$ cat src/rtl/crypto_instr_pkg.sv
// Shared constants for the crypto coprocessor instruction path.
package crypto_instr_pkg;

  localparam int unsigned CRYPTO_RESBUF_DEPTH = 4;
  localparam int unsigned CRYPTO_RD_W         = 5;

endpackage

$ cat src/rtl/crypto_result_buffer.sv
// Result FIFO between a fixed-latency crypto FU (no backpressure) and the
// core's result channel, with credit-based issue throttling.
module crypto_result_buffer
  import crypto_instr_pkg::*;
#(
  parameter int unsigned XLEN     = 64,
  parameter int unsigned DEPTH    = CRYPTO_RESBUF_DEPTH,
  parameter type         hartid_t = logic,
  parameter type         id_t     = logic,
  localparam int unsigned PTR_W   = $clog2(DEPTH),
  localparam int unsigned CNT_W   = PTR_W + 1
) (
  input  logic                   clk_i,
  input  logic                   rst_ni,
  input  logic                   fu_valid_i,
  input  logic [XLEN-1:0]        fu_result_i,
  input  hartid_t                fu_hartid_i,
  input  id_t                    fu_id_i,
  input  logic [CRYPTO_RD_W-1:0] fu_rd_i,
  input  logic                   fu_we_i,
  input  logic                   issue_fire_i,
  output logic                   issue_ready_o,
  output logic                   x_result_valid_o,
  input  logic                   x_result_ready_i,
  output logic [XLEN-1:0]        x_result_data_o,
  output hartid_t                x_result_hartid_o,
  output id_t                    x_result_id_o,
  output logic [CRYPTO_RD_W-1:0] x_result_rd_o,
  output logic                   x_result_we_o,
  output logic [CNT_W-1:0]       count_o,
  output logic                   overflow_o
);

  if (DEPTH < 2 || (DEPTH & (DEPTH - 1)) != 0) begin : g_depth_check
    $error("crypto_result_buffer: DEPTH must be a power of two >= 2");
  end

  typedef struct packed {
    logic [XLEN-1:0]        data;
    hartid_t                hartid;
    id_t                    id;
    logic [CRYPTO_RD_W-1:0] rd;
    logic                   we;
  } entry_t;

  entry_t             mem_q [DEPTH];
  entry_t             fu_entry;
  entry_t             head;
  logic [PTR_W-1:0]   wptr_q, rptr_q;
  logic [CNT_W-1:0]   count_q;
  logic               inflight_q;
  logic               overflow_q;
  logic               full;
  logic               push, pop, drop;
  logic [CNT_W:0]     credit_sum;

  assign fu_entry = '{data:   fu_result_i,
                      hartid: fu_hartid_i,
                      id:     fu_id_i,
                      rd:     fu_rd_i,
                      we:     fu_we_i};

  assign full             = (count_q == CNT_W'(DEPTH));
  assign x_result_valid_o = (count_q != '0);
  assign pop              = x_result_valid_o & x_result_ready_i;
  // A full buffer still accepts a result when the head leaves in the same cycle.
  assign push             = fu_valid_i & (~full | pop);
  assign drop             = fu_valid_i & full & ~pop;

  // NOTE: storage is deliberately not reset; emptiness is tracked by count_q
  // and the outputs are gated by valid, so stale entries are never visible.
  always_ff @(posedge clk_i) begin
    if (push) mem_q[wptr_q] <= fu_entry;
  end

  always_ff @(posedge clk_i or negedge rst_ni) begin
    if (!rst_ni) begin
      wptr_q     <= '0;
      rptr_q     <= '0;
      count_q    <= '0;
      inflight_q <= 1'b0;
      overflow_q <= 1'b0;
    end else begin
      inflight_q <= issue_fire_i;
      if (push) wptr_q <= wptr_q + PTR_W'(1);
      if (pop)  rptr_q <= rptr_q + PTR_W'(1);
      if (push && !pop)      count_q <= count_q + CNT_W'(1);
      else if (pop && !push) count_q <= count_q - CNT_W'(1);
      if (drop) overflow_q <= 1'b1;
    end
  end

  // Credits count only registered state; a same-cycle pop is not credited.
  assign credit_sum    = {1'b0, count_q} + (CNT_W + 1)'(inflight_q);
  assign issue_ready_o = (credit_sum < (CNT_W + 1)'(DEPTH));

  assign head              = mem_q[rptr_q];
  assign x_result_data_o   = x_result_valid_o ? head.data   : '0;
  assign x_result_hartid_o = x_result_valid_o ? head.hartid : '0;
  assign x_result_id_o     = x_result_valid_o ? head.id     : '0;
  assign x_result_rd_o     = x_result_valid_o ? head.rd     : '0;
  assign x_result_we_o     = x_result_valid_o ? head.we     : 1'b0;
  assign count_o           = count_q;
  assign overflow_o        = overflow_q;

endmodule

$ cat config.mk
export PLATFORM = sky130hd
export DESIGN_NAME = crypto_result_buffer
export DESIGN_NICKNAME = d
export VERILOG_FILES = /design/src/rtl/crypto_instr_pkg.sv /design/src/rtl/crypto_result_buffer.sv
export SDC_FILE = /design/constraint.sdc
export NUM_CORES = 1
export LEC_CHECK = 0
export BUFFER_PORTS_ARGS = -buffer_cell sky130_fd_sc_hd__buf_2
export CORE_MARGIN = 5
export CORE_UTILIZATION = 50
export DETAILED_ROUTE_END_ITERATION = 12
export PLACE_DENSITY = 0.79
export SKIP_CTS_REPAIR_TIMING = 1
export SYNTH_ARGS = -nofsm -noshare
export SYNTH_HDL_FRONTEND = slang
export SYNTH_SLANG_ARGS = --single-unit
$ cat constraint.sdc
create_clock -name clk_i -period 3.7 [get_ports clk_i]
set_clock_uncertainty 0.15 [all_clocks]
set_input_delay 0.185 -clock clk_i [delete_from_list [all_inputs] [get_ports clk_i]]
set_output_delay 0.185 -clock clk_i [all_outputs]
set_load 0.005 [all_outputs]
# Yosys cells after proc, flatten, opt, wreduce, memory -nomap -nowiden
# Memories as Yosys holds them, arrays and structs flattened.
# Cells that the tools add are included.
dict set report totals {
  reg_bits 9
  latch_bits 0
  ram_bits 288
  mem_bits_ro 0
  in_bits 77
  output_inout_bits 78
  elab_cells 35
  memories 1
}
# name depth word_bits read_ports rd_ports_with_merged_regs wr line_no
set mem_list {}
lappend mem_list {mem_q 4 72 1 0 1 crypto_result_buffer.sv:46} ;# entry_t mem_q [DEPTH];
dict set report op_classes {
  add_sub_neg 5
  mul 0
  n_div 0
  order_cmp 1
  n_eq_ne 1
  shift 0
  mux 9
  bitwise_logic 7
  n_reduce_logical 6
}
# cell count
set ops {}
lappend ops {{two-way mux 64 bit} 1}
lappend ops {{two-way mux 3 bit} 2}
lappend ops {{two-way mux 1 bit} 5}
lappend ops {{two-way mux 5 bit} 1}
lappend ops {{adder 2 x 1 -> 2 bit (second input constant)} 2}
lappend ops {{adder 3 x 1 -> 4 bit} 1}
lappend ops {{bitwise AND 1 bit} 4}
lappend ops {{< comparator 4 x 3 -> 1 bit (second input constant)} 1}
lappend ops {{adder 3 x 1 -> 3 bit (second input constant)} 1}
lappend ops {{== test 3 bit (second input constant)} 1}
lappend ops {{nonzero test 3 bit} 1}
lappend ops {{subtractor 3 x 1 -> 3 bit (second input constant)} 1}
lappend ops {{logical AND 1 bit} 2}
lappend ops {{zero test 1 bit} 2}
lappend ops {{NOT 1 bit} 2}
lappend ops {{nonzero test 2 bit} 1}
lappend ops {{bitwise OR 1 bit} 1}

# Logic depth before layout (Yosys ltp)
# Gate-level depths: netlist (run 1).
dict set report depth {
  depth_word 8
  mapped_depth 9
  depth_no_buf 8
}

# Worst setup path before layout (run 1)
# No wires, ideal clock.
dict set report synth_path {
  kind {register to register}
  start {register count_q[2], in the netlist count_o[2]}
  end {memory mem_q[0][0] (netlist name) (enable)}
  setup_ns 0.438
  arrival_time_ns 2.535
  required_ns 3.112
  setup_slack_ns 0.577
  path_stages_with_launch 5
  path_buffers 1
  period_less_slack_ns 3.123
  cell_sequence {dfrtp_1 > nor4b_1 > nor2b_1 > buf_2 > and2_1}
}
dict set report synth_between {
  elab_chain_cells 6
  elab_cells_between_ends 8
  classes_between {eq/ne (1); mux (2); bitwise (4); reduce/logical (1)}
}
# item line_no
set synth_rtl {}
lappend synth_rtl {{start: declaration} crypto_result_buffer.sv:50} ;# logic [CNT_W-1:0] count_q;
lappend synth_rtl {{start signal: assignment} crypto_result_buffer.sv:87} ;# if (push && !pop) count_q <= count_q + CNT_W'(1);
lappend synth_rtl {{start signal: assignment} crypto_result_buffer.sv:88} ;# else if (pop && !push) count_q <= count_q - CNT_W'(1);
lappend synth_rtl {{nonzero test 3 bit or == test 3 bit (tied branches)} {crypto_result_buffer.sv:64, crypto_result_buffer.sv:63}}
lappend synth_rtl {{bitwise AND 1 bit or NOT 1 bit (tied branches)} {crypto_result_buffer.sv:65, crypto_result_buffer.sv:67}}
lappend synth_rtl {{bitwise OR 1 bit (*)} crypto_result_buffer.sv:67} ;# assign push = fu_valid_i & (~full | pop);
lappend synth_rtl {{bitwise AND 1 bit (*)} crypto_result_buffer.sv:67}
lappend synth_rtl {{via push} crypto_result_buffer.sv:54} ;# logic push, pop, drop;
lappend synth_rtl {{two-way mux 1 bit (*)} crypto_result_buffer.sv:73} ;# if (push) mem_q[wptr_q] <= fu_entry;
lappend synth_rtl {{two-way mux 1 bit (not written as such) (*)} crypto_result_buffer.sv:73}
lappend synth_rtl {{end: declaration} crypto_result_buffer.sv:46}
# The timed path passes the listed nets; every way through them passes the cells marked *.

# Worst setup path after layout (run 1)
dict set report layout_path {
  start {register rptr_q[1]}
  end {output x_result_data_o[30]}
}
dict set report layout_between {
  elab_chain_cells 2
}
# item line_no
set layout_rtl {}
lappend layout_rtl {{start: declaration} crypto_result_buffer.sv:49} ;# logic [PTR_W-1:0] wptr_q, rptr_q;
lappend layout_rtl {{start signal: assignment} crypto_result_buffer.sv:86} ;# if (pop) rptr_q <= rptr_q + PTR_W'(1);
lappend layout_rtl {{memory read (4 x 72 bit)} --}
lappend layout_rtl {{two-way mux 64 bit} crypto_result_buffer.sv:98} ;# assign x_result_data_o = x_result_valid_o ? head.data : '0;
lappend layout_rtl {{end: declaration} crypto_result_buffer.sv:25} ;# output logic [XLEN-1:0] x_result_data_o,
# Every way passes these cells.

==> impl_metrics.env, run 1 <==
export IMPL_reg2reg_depth=4
export IMPL_initialDrtViolationCount=294
export IMPL_leakage_nw=4.91
export IMPL_multi_input_area_um2=2310
export IMPL_register_area_um2=8880
export IMPL_grt_max_degree=75
export IMPL_drc=0
export IMPL_relSlewSlack_pct=29.1
export IMPL_clock_fmax_mhz=360
export IMPL_synthXorXnorAreaFrac_pct=0.463
export IMPL_gp_congestion=0.790
export IMPL_crit_fanout=73
export IMPL_synthAdderAreaFrac_pct=0.728
export IMPL_dr_pass1_iters=4
export IMPL_path_class="flip-flop to output pin"
export IMPL_drive_above_1_share_pct=37.0
export IMPL_critPathLaunchType="flip-flop"
export IMPL_wl_mm=21.8
export IMPL_synth_top_family_by_area="multiplexers"
export IMPL_rsz0062_at_grt="no"
export IMPL_viasPerCell=5.28
export IMPL_insertion_delay_ns=0.52
export IMPL_worst_pin_slew_ns=1.06
export IMPL_grt_pass1_wl_mm=32.7
export IMPL_ys_seq_elements=297
export IMPL_ir_drop_v=0.000509
export IMPL_worstPathArrival_ns=2.45
export IMPL_die_area_um2=25800
export IMPL_final_cell_area_um2=14100
export IMPL_slew_violations=0
export IMPL_syn_nets=578
export IMPL_tns_ns=0
export IMPL_syn_cell_area_um2=11300
export IMPL_placed_cell_area_um2=12500
export IMPL_powerDensity_nw_per_um2=762
export IMPL_netlist_instances=495
export IMPL_post_route_period_util_pct=75.2
export IMPL_cts_sinks=297
export IMPL_synth_compound_area_share_pct=0.121
export IMPL_clkSlewWorstSetupHoldPaths_ns=0.06
export IMPL_antenna_found_initial=1
export IMPL_nets=823
export IMPL_wl_per_cell_um=20.8
export IMPL_io_buffers=154
export IMPL_ant_nets=0
export IMPL_final_fill_count=1496
export IMPL_setup_violations=0
export IMPL_place_hpwl_mm=13.1
export IMPL_die_w_um=161
export IMPL_synthDistinctLibCells=22
export IMPL_die_h_um=161
export IMPL_clk_path_buf_depth=3
export IMPL_io_pins=155
export IMPL_start_util_pct=50.4
export IMPL_grt_pass1_vias=5790
export IMPL_yosysSeqAreaShare_pct=78.2
export IMPL_cts_inserted_buffers=28
export IMPL_end_kind="output pin"
export IMPL_min_path_cells=2
export IMPL_route_vias_total=5529
export IMPL_track_usage_pct=16.3
export IMPL_coreArea_um2=22500
export IMPL_cts_max_level=1
export IMPL_root_buffer="clkbuf_16"
export IMPL_synth_simple_gate_area_share_pct=4.49
export IMPL_muxShareOfSynthArea_pct=14.5
export IMPL_rows=55
export IMPL_syn2layout_area_growth_pct=24.2
export IMPL_syn_area_per_cell_um2=22.9
export IMPL_hold_violations=0
export IMPL_hold_path_class="input port to flip-flop"
export IMPL_cap_violations=0
export IMPL_yosys_warnings=0
export IMPL_crit_required_ns=3.37
export IMPL_post_route_min_period_ns=2.78
export IMPL_cts_tree="built"
export IMPL_status="finished, final reports clean"
export IMPL_grt_overflow=0
==> synthesized netlist by cell type (all sizes together) <==
cell type	number	area share (%)
nor2b	1	0.055
a31oi	1	0.055
nor4b	1	0.077
or3	1	0.055
a21o	1	0.066
mux4	72	14
and2	76	4.2
nor2	1	0.033
dfrtp	9	2.0
inv	3	0.099
nand2	1	0.033
fa	1	0.18
edfxtp	288	76
xnor2	4	0.31
ha	5	0.55
nand3	1	0.044
buf	18	1.2
mux2	2	0.20
xor2	2	0.15
clkbuf	7	0.23
==> per-layer routing <==
metal	share of wire (%)	up-vias	global-route usage [%]
met5	0	-	0
met4	1.8	0	3.95
met3	6.0	35	3.87
met2	53	174	28.7
met1	39	2817	20.5
li1	-	2503	-
==> worst paths after layout <==
path / endpoint / slack, ns / from
setup / recovery: x_result_data_o[30] / 0.92 / rptr_q[1]$_DFFE_PN0N_
hold reg to reg: count_o[2]$_DFFE_PN0P_ / 0.42 / count_o[2]$_DFFE_PN0P_
max in group asynchronous: rptr_q[1]$_DFFE_PN0N_ / 2.55 / rst_ni
min in group asynchronous: wptr_q[0]$_DFFE_PN0P_ / 0.51 / rst_ni
setup reg to reg: mem_q[3][60]$_DFFE_PP_ / 1.12 / count_o[2]$_DFFE_PN0P_
hold / removal: inflight_q$_DFF_PN0_ / 0.24 / issue_fire_i
==> cell usage in the layout, fill, tap and decap left out, types with 2 or more instances in the layout <==
master / n
and2_1: 72
clkinvlp_4: 3
inv_1: 3
buf_4: 3
dfrtp_1: 7
clkinv_1: 5
mux2_2: 2
clkinv_2: 6
xnor2_1: 4
xor2_1: 2
edfxtp_1: 288
dlygate4sd3_1: 78
buf_2: 154
mux4_2: 72
and2_4: 4
dfrtp_4: 2
buf_12: 5
ha_1: 5
clkbuf_1: 8
clkbuf_16: 29
==> layout make-up <==
class                   count  share of cell area (%)
repair buffers            240                    11.9
well taps                 285                    2.53
flip-flops and latches    297                    63.0
inverters                   3                  0.0799
clock buffers              37                    5.36
clock inverters            15                   0.719
multi-input cells         170                    16.4
diodes                      1                  0.0178
==> power breakdown <==
part           total [W]  switching, W  internal (W)
Combinational    0.00331       0.00151       0.00180
Clock            0.00264       0.00114       0.00150
Sequential       0.00480      0.000368       0.00444
==> worst max-delay path: stages (launching register included) <==
cell	delay, ns
dfrtp_4	1.10
mux4_2	0.43
and2_1	0.21
buf_2	0.14
==> cell families (layout without fill, tap and decap cells) <==
group / count (synthesis) / count (layout)
AND/OR/NAND/NOR: 82 / 82
multiplexers: 74 / 74
flip-flops: 297 / 297
other: 0 / 1
adder cells (fa/ha/maj): 6 / 6
buffers and inverters: 28 / 295
XOR/XNOR: 6 / 6
AO/OA/AOI/OAI: 2 / 2
==> sequential cells by signal, indices dropped and copies added, names as in the netlist <==
signal / count
wptr_q: 2
rptr_q: 2
inflight_q: 1
overflow_o: 1
count_o: 3
mem_q: 288
==> stage by stage <==
step | power [W] | worst slack (ns) | util [%] | hold WS, ns | cells
final | 0.0107 | 0.919 | 62.6 | 0.244 | 1048
after floorplan | 0.00689 | 0.577 | - | -0.261 | 495
after global placement | 0.00808 | 1.26 | 55.4 | -0.109 | 917
after CTS | 0.0108 | 0.879 | 59.2 | -0.662 | 969
after global routing | 0.0113 | 0.809 | 62.6 | 0.221 | 1048
after detailed placement | 0.00819 | 1.13 | 55.4 | -0.0984 | 917
(Power assumes the default switching activity.)
==> run 2: changes to the inputs <==
Settings changed: PLACE_DENSITY 0.79 to 0.82.
Clock period 3.7 ns to 2.4 ns, I/O delays scaled along.
==> run 2 against run 1 <==
Against the previous run: the flow now finishes with violations (setup timing); worst hold slack got worse by 0.17 ns; sequential power increased by 50%; worst setup slack got worse by 0.96 ns; critical path depth increased by 3; sequential share of layout area decreased by 3.1 points; die area unchanged; largest cell class unchanged.
==> impl_metrics.env, run 2 (same netlist as run 1, synthesis figures left out) <==
export IMPL_violations="setup timing"
export IMPL_worstPathArrival_ns=2.72
export IMPL_crit_required_ns=2.68
export IMPL_die_h_um=161
export IMPL_rows=55
export IMPL_dr_pass1_iters=5
export IMPL_start_util_pct=50.4
export IMPL_slew_violations=0
export IMPL_coreArea_um2=22500
export IMPL_syn2layout_area_growth_pct=30.7
export IMPL_hold_path_class="input port to flip-flop"
export IMPL_worst_path_max_delay_cell="nor4b_1"
export IMPL_p_total_w=0.0187
export IMPL_ant_nets=0
export IMPL_met2_usage_pct=29.0
export IMPL_clk_path_buf_depth=3
export IMPL_drive_above_1_share_pct=44.3
export IMPL_clock_fmax_mhz=409
export IMPL_die_w_um=161
export IMPL_num_antenna_cells=0
export IMPL_grt_max_degree=75
export IMPL_cts_inserted_buffers=29
export IMPL_hold_violations=0
export IMPL_cts_sinks=297
export IMPL_die_area_um2=25800
export IMPL_route_vias_total=5782
export IMPL_rsz0062_at_grt="yes"
export IMPL_dp_cells=927
export IMPL_wl_mm=23.6
export IMPL_worst_slack_ns=-0.0449
export IMPL_powerDensity_nw_per_um2=1260
export IMPL_tns_ns=-0.102
export IMPL_path_delay_family="simple AND/OR/NAND/NOR gates"
export IMPL_critPathBufInv=1
export IMPL_clkSlewWorstSetupHoldPaths_ns=0.07
export IMPL_cts_tree="built"
export IMPL_final_common_cell="edfxtp_1"
export IMPL_final_fill_count=1422
export IMPL_wl_per_cell_um=22.0
export IMPL_status="complete, but fails checks"
export IMPL_worst_pin_slew_ns=1.10
export IMPL_path_cells="nor4b_1 > nor2b_1 > ha_2 > inv_1 > fa_1 > mux2_2"
export IMPL_post_route_period_util_pct=102
export IMPL_setup_violations=8
export IMPL_cts_max_level=1
export IMPL_crit_fanout=6
export IMPL_top_register="mem_q"
export IMPL_grt_util_met3_pct=3.31
export IMPL_grt_pass1_vias=5943
export IMPL_grt_util_met1_pct=21.1
export IMPL_critical_path_max_stage_delay_ns=0.51
export IMPL_layout_common_cells="288 x edfxtp_1, 122 x buf_2, 78 x dlygate4sd3_1"
export IMPL_ir_drop_v=0.00106
export IMPL_grt_pass1_wl_mm=33.1
export IMPL_cap_violations=0
export IMPL_nets=848
export IMPL_fin_cells=1072
export IMPL_grt_overflow=0
export IMPL_io_pins=155
export IMPL_initialDrtViolationCount=443
export IMPL_post_route_min_period_ns=2.44
export IMPL_grt_busiest_layer="met2"
export IMPL_place_hpwl_mm=13.0
export IMPL_gp_congestion=0.757
export IMPL_track_usage_pct=16.3
export IMPL_largest_reg_flops=288
export IMPL_path_class="flip-flop to flip-flop"
export IMPL_insertion_delay_ns=0.54
export IMPL_viasPerCell=5.39
export IMPL_relSlewSlack_pct=27.0
export IMPL_leakage_nw=5.28
export IMPL_drc=0
export IMPL_antenna_found_initial=0
export IMPL_end_kind="flip-flop"
export IMPL_critPathLaunchType="flip-flop"
export IMPL_root_buffer="clkbuf_16"
export IMPL_utilization_pct=65.9
export IMPL_io_buffers=154
export IMPL_preCtsSetupSlack_ns=0.0403
run 2: cell type report:
class / instances / area (um^2) / share of cell area, %
clock buffer: 32 / 737 / 4.97
clock inverter: 21 / 210 / 1.42
inverter: 3 / 11.3 / 0.0759
multi-input combinational: 170 / 2410 / 16.3
sequential: 297 / 8880 / 59.9
tap: 285 / 357 / 2.40
timing repair buffer: 264 / 2220 / 15.0
run 2: report_power, final:
group          internal, W  switching [W]
clock              0.00264        0.00184
sequential         0.00685       0.000345
combinational      0.00409        0.00295
total               0.0136        0.00513
run 2: routing by layer:
layer	vias up	wire [um]
met5	-	0
met4	0	497
met3	40	1140
met2	192	12600
met1	2995	9310
li1	2555	-
run 2: path summary, 6_finish.rpt:
check	start	slack, ns	endpoint	cells past startpoint
worst max-delay path	count_o[1]$_DFFE_PN0P_	-0.04	count_o[1]$_DFFE_PN0P_	6
worst min-delay path	issue_fire_i	0.08	inflight_q$_DFF_PN0_	2
worst max register to register	count_o[1]$_DFFE_PN0P_	-0.04	count_o[1]$_DFFE_PN0P_	6
worst min register to register	wptr_q[1]$_DFFE_PN0P_	0.43	wptr_q[1]$_DFFE_PN0P_	1
max in group asynchronous	rst_ni	1.22	rptr_q[1]$_DFFE_PN0N_	3
min in group asynchronous	rst_ni	0.51	inflight_q$_DFF_PN0_	3
run 2: stage by stage:
stage | instance area [um^2] | hold slack [ns]
detailed placement | 12600 | -0.149
finish | 14800 | 0.0769
global route | 14800 | 0.0544
global placement | 12600 | -0.156
CTS | 13500 | -0.739
floorplan | 11400 | -0.326
==> run 3: changes to the inputs <==
Settings changed: CELL_PAD_IN_SITES_DETAIL_PLACEMENT from default to 0, CELL_PAD_IN_SITES_GLOBAL_PLACEMENT from default to 1, CORE_UTILIZATION 50 to 45, PLACE_DENSITY 0.82 to 0.83.
==> run 3 against run 2 <==
Against the previous run: the flow still finishes with violations (setup timing); worst hold slack worse by 0.021 ns; routed wire length shrank 2.4%; sequential cell count stayed put; critical path type is now flip-flop to output pin; critical path depth shrank 1; die area grew 10%; first-iteration DRC count is 7.7% lower; utilization down 6.4 points; power grew 0.88%; critical endpoint is now x_result_data_o[62]; non-clock buffer count is 7 lower; largest cell class unchanged.
==> impl_metrics.env, run 3 (same netlist as run 1, synthesis figures left out) <==
export IMPL_reg2reg_from="count_o[2]$_DFFE_PN0P_"
export IMPL_rows=58
export IMPL_drive_above_1_share_pct=43.7
export IMPL_die_w_um=169
export IMPL_route_vias_total=5647
export IMPL_wl_per_cell_um=20.7
export IMPL_path_cells="buf_8 > clkbuf_16 > mux4_2 > and2_1 > buf_2"
export IMPL_crit_required_ns=2.13
export IMPL_clock_power_share_pct=24.5
export IMPL_antenna_found_initial=0
export IMPL_slew_violations=0
export IMPL_leakage_nw=5.27
export IMPL_coreArea_um2=25000
export IMPL_end_kind="output pin"
export IMPL_hold_end="inflight_q$_DFF_PN0_"
export IMPL_grt_util_met3_pct=4.09
export IMPL_track_usage_pct=14.8
export IMPL_p_seq_share_pct=38.1
export IMPL_nets=842
export IMPL_final_fill_count=1794
export IMPL_p_total_w=0.0189
export IMPL_clkSlewWorstSetupHoldPaths_ns=0.06
export IMPL_min_path_cells=2
export IMPL_grt_busiest_layer="met2"
export IMPL_cts_inserted_buffers=30
export IMPL_cap_violations=0
export IMPL_violations="setup timing"
export IMPL_critPathLaunchType="flip-flop"
export IMPL_setup_violations=3
export IMPL_wl_mm=23.0
export IMPL_io_pins=155
export IMPL_grt_max_degree=75
export IMPL_grt_pass1_vias=5965
export IMPL_worst_path_max_delay_cell="mux4_2"
export IMPL_final_common_cell="edfxtp_1"
export IMPL_num_antenna_cells=0
export IMPL_initialDrtViolationCount=409
export IMPL_insertion_delay_ns=0.56
export IMPL_fin_cells=1111
export IMPL_die_h_um=169
export IMPL_dr_pass1_iters=5
export IMPL_path_class="flip-flop to output pin"
export IMPL_die_area_um2=28500
export IMPL_top_register="mem_q"
export IMPL_io_buffers=154
export IMPL_powerDensity_nw_per_um2=1270
export IMPL_ir_drop_v=0.000846
export IMPL_gp_congestion=0.786
export IMPL_grt_pass1_wl_mm=33.1
export IMPL_post_route_period_util_pct=100
export IMPL_reg2reg_depth=4
export IMPL_worst_pin_slew_ns=1.13
export IMPL_start_util_pct=45.3
export IMPL_largest_reg_flops=288
export IMPL_cts_max_level=1
export IMPL_viasPerCell=5.08
export IMPL_syn2layout_area_growth_pct=31.4
export IMPL_whs_ns=0.0563
export IMPL_clock_fmax_mhz=415
export IMPL_clk_path_buf_depth=3
export IMPL_relSlewSlack_pct=24.8
export IMPL_crit_fanout=7
export IMPL_critical_path_max_stage_delay_ns=0.51
export IMPL_ant_nets=0
export IMPL_hold_violations=0
export IMPL_grt_overflow=0
export IMPL_root_buffer="clkbuf_16"
export IMPL_reg2reg_slack_ns=0.02
export IMPL_critPathBufInv=3
export IMPL_met2_usage_pct=26.2
export IMPL_worst_slack_ns=-0.00797
export IMPL_path_delay_family="multiplexers"
export IMPL_switching_share_pct=27.2
export IMPL_cts_sinks=297
export IMPL_post_route_min_period_ns=2.41
export IMPL_r2r_end="mem_q[1][15]$_DFFE_PP_"
export IMPL_hp_start="issue_fire_i"
export IMPL_status="complete, but fails checks"
export IMPL_layout_common_cells="288 x edfxtp_1, 119 x buf_2, 78 x dlygate4sd3_1"
export IMPL_dp_cells=963
export IMPL_p_int_w=0.0138
export IMPL_switchingPower_w=0.00512
export IMPL_worstPathArrival_ns=2.14
export IMPL_rsz0062_at_grt="yes"
export IMPL_place_hpwl_mm=12.1
export IMPL_cts_tree="built"
export IMPL_drc=0
export IMPL_pwr_share_comb_pct=37.4
export IMPL_hold_path_class="input port to flip-flop"
export IMPL_grt_util_met1_pct=18.1
## run 3: cell count changes in the layout (fill, tap and decap cells not counted), sizes merged
| cell | change |
|---|---|
| inv | -1 |
| clkbuf | +11 |
| clkinvlp | -1 |
| buf | -9 |
| clkinv | -6 |
## run 3: power by group through the flow
stage	clock network (W)	registers [W]	logic (W)
3_3_place_gp	0	0.00727	0.00519
4_1_cts	0.00473	0.00725	0.00531
2_1_floorplan	0	0.00712	0.00345
6_report	0.00462	0.00719	0.00707
5_1_grt	0.00496	0.00728	0.00765
3_5_place_dp	0	0.00735	0.00526
## run 3: final cells by class
class	instances	area [um^2]	share of cell area, %
clock inverters	13	208	1.39
clock buffers	41	792	5.31
repair buffers	257	2190	14.7
well taps	330	413	2.77
inverters	3	11.3	0.0755
multi-input cells	170	2410	16.2
flip-flops and latches	297	8880	59.6
## run 3: metal layers
layer / part of all wire [%] / wire (um)
met5: 0 / 0
met1: 38 / 8800
met3: 6.7 / 1550
met4: 2.1 / 478
met2: 53 / 12200
## run 3: through the flow
stage	utilization (%)	area, um^2	setup WS [ns]	TNS, ns
final	59.6	14900	-0.00797	-0.0181
after global routing	59.6	14900	-0.0980	-16.84
after floorplan	-	11400	0.0647	0
after CTS	53.9	13500	-0.212	-11.21
after global placement	49.9	12500	0.0638	0
after detailed placement	49.9	12500	0.0131	0
## run 3: worst reg2reg max path, stage by stage, from the launching register on
cell	delay [ns]
dfrtp_2	0.44
nor4b_1	0.17
nor2b_1	0.12
buf_4	0.16
and2_4	0.89
## run 3: worst max path at each step
stage                                      start                endpoint  slack [ns]  cells after the start
final                      rptr_q[0]$_DFFE_PN0N_     x_result_data_o[62]      -0.008                      5
after global routing       rptr_q[0]$_DFFE_PN0N_     x_result_data_o[45]        -0.1                      5
after CTS                  rptr_q[0]$_DFFE_PN0N_     x_result_data_o[44]       -0.21                      4
after detailed placement  count_o[2]$_DFFE_PN0P_   mem_q[1][8]$_DFFE_PP_        0.01                      4
after global placement    count_o[2]$_DFFE_PN0P_  mem_q[0][13]$_DFFE_PP_        0.06                      4
after floorplan           count_o[2]$_DFFE_PN0P_   mem_q[0][0]$_DFFE_PP_        0.06                      4
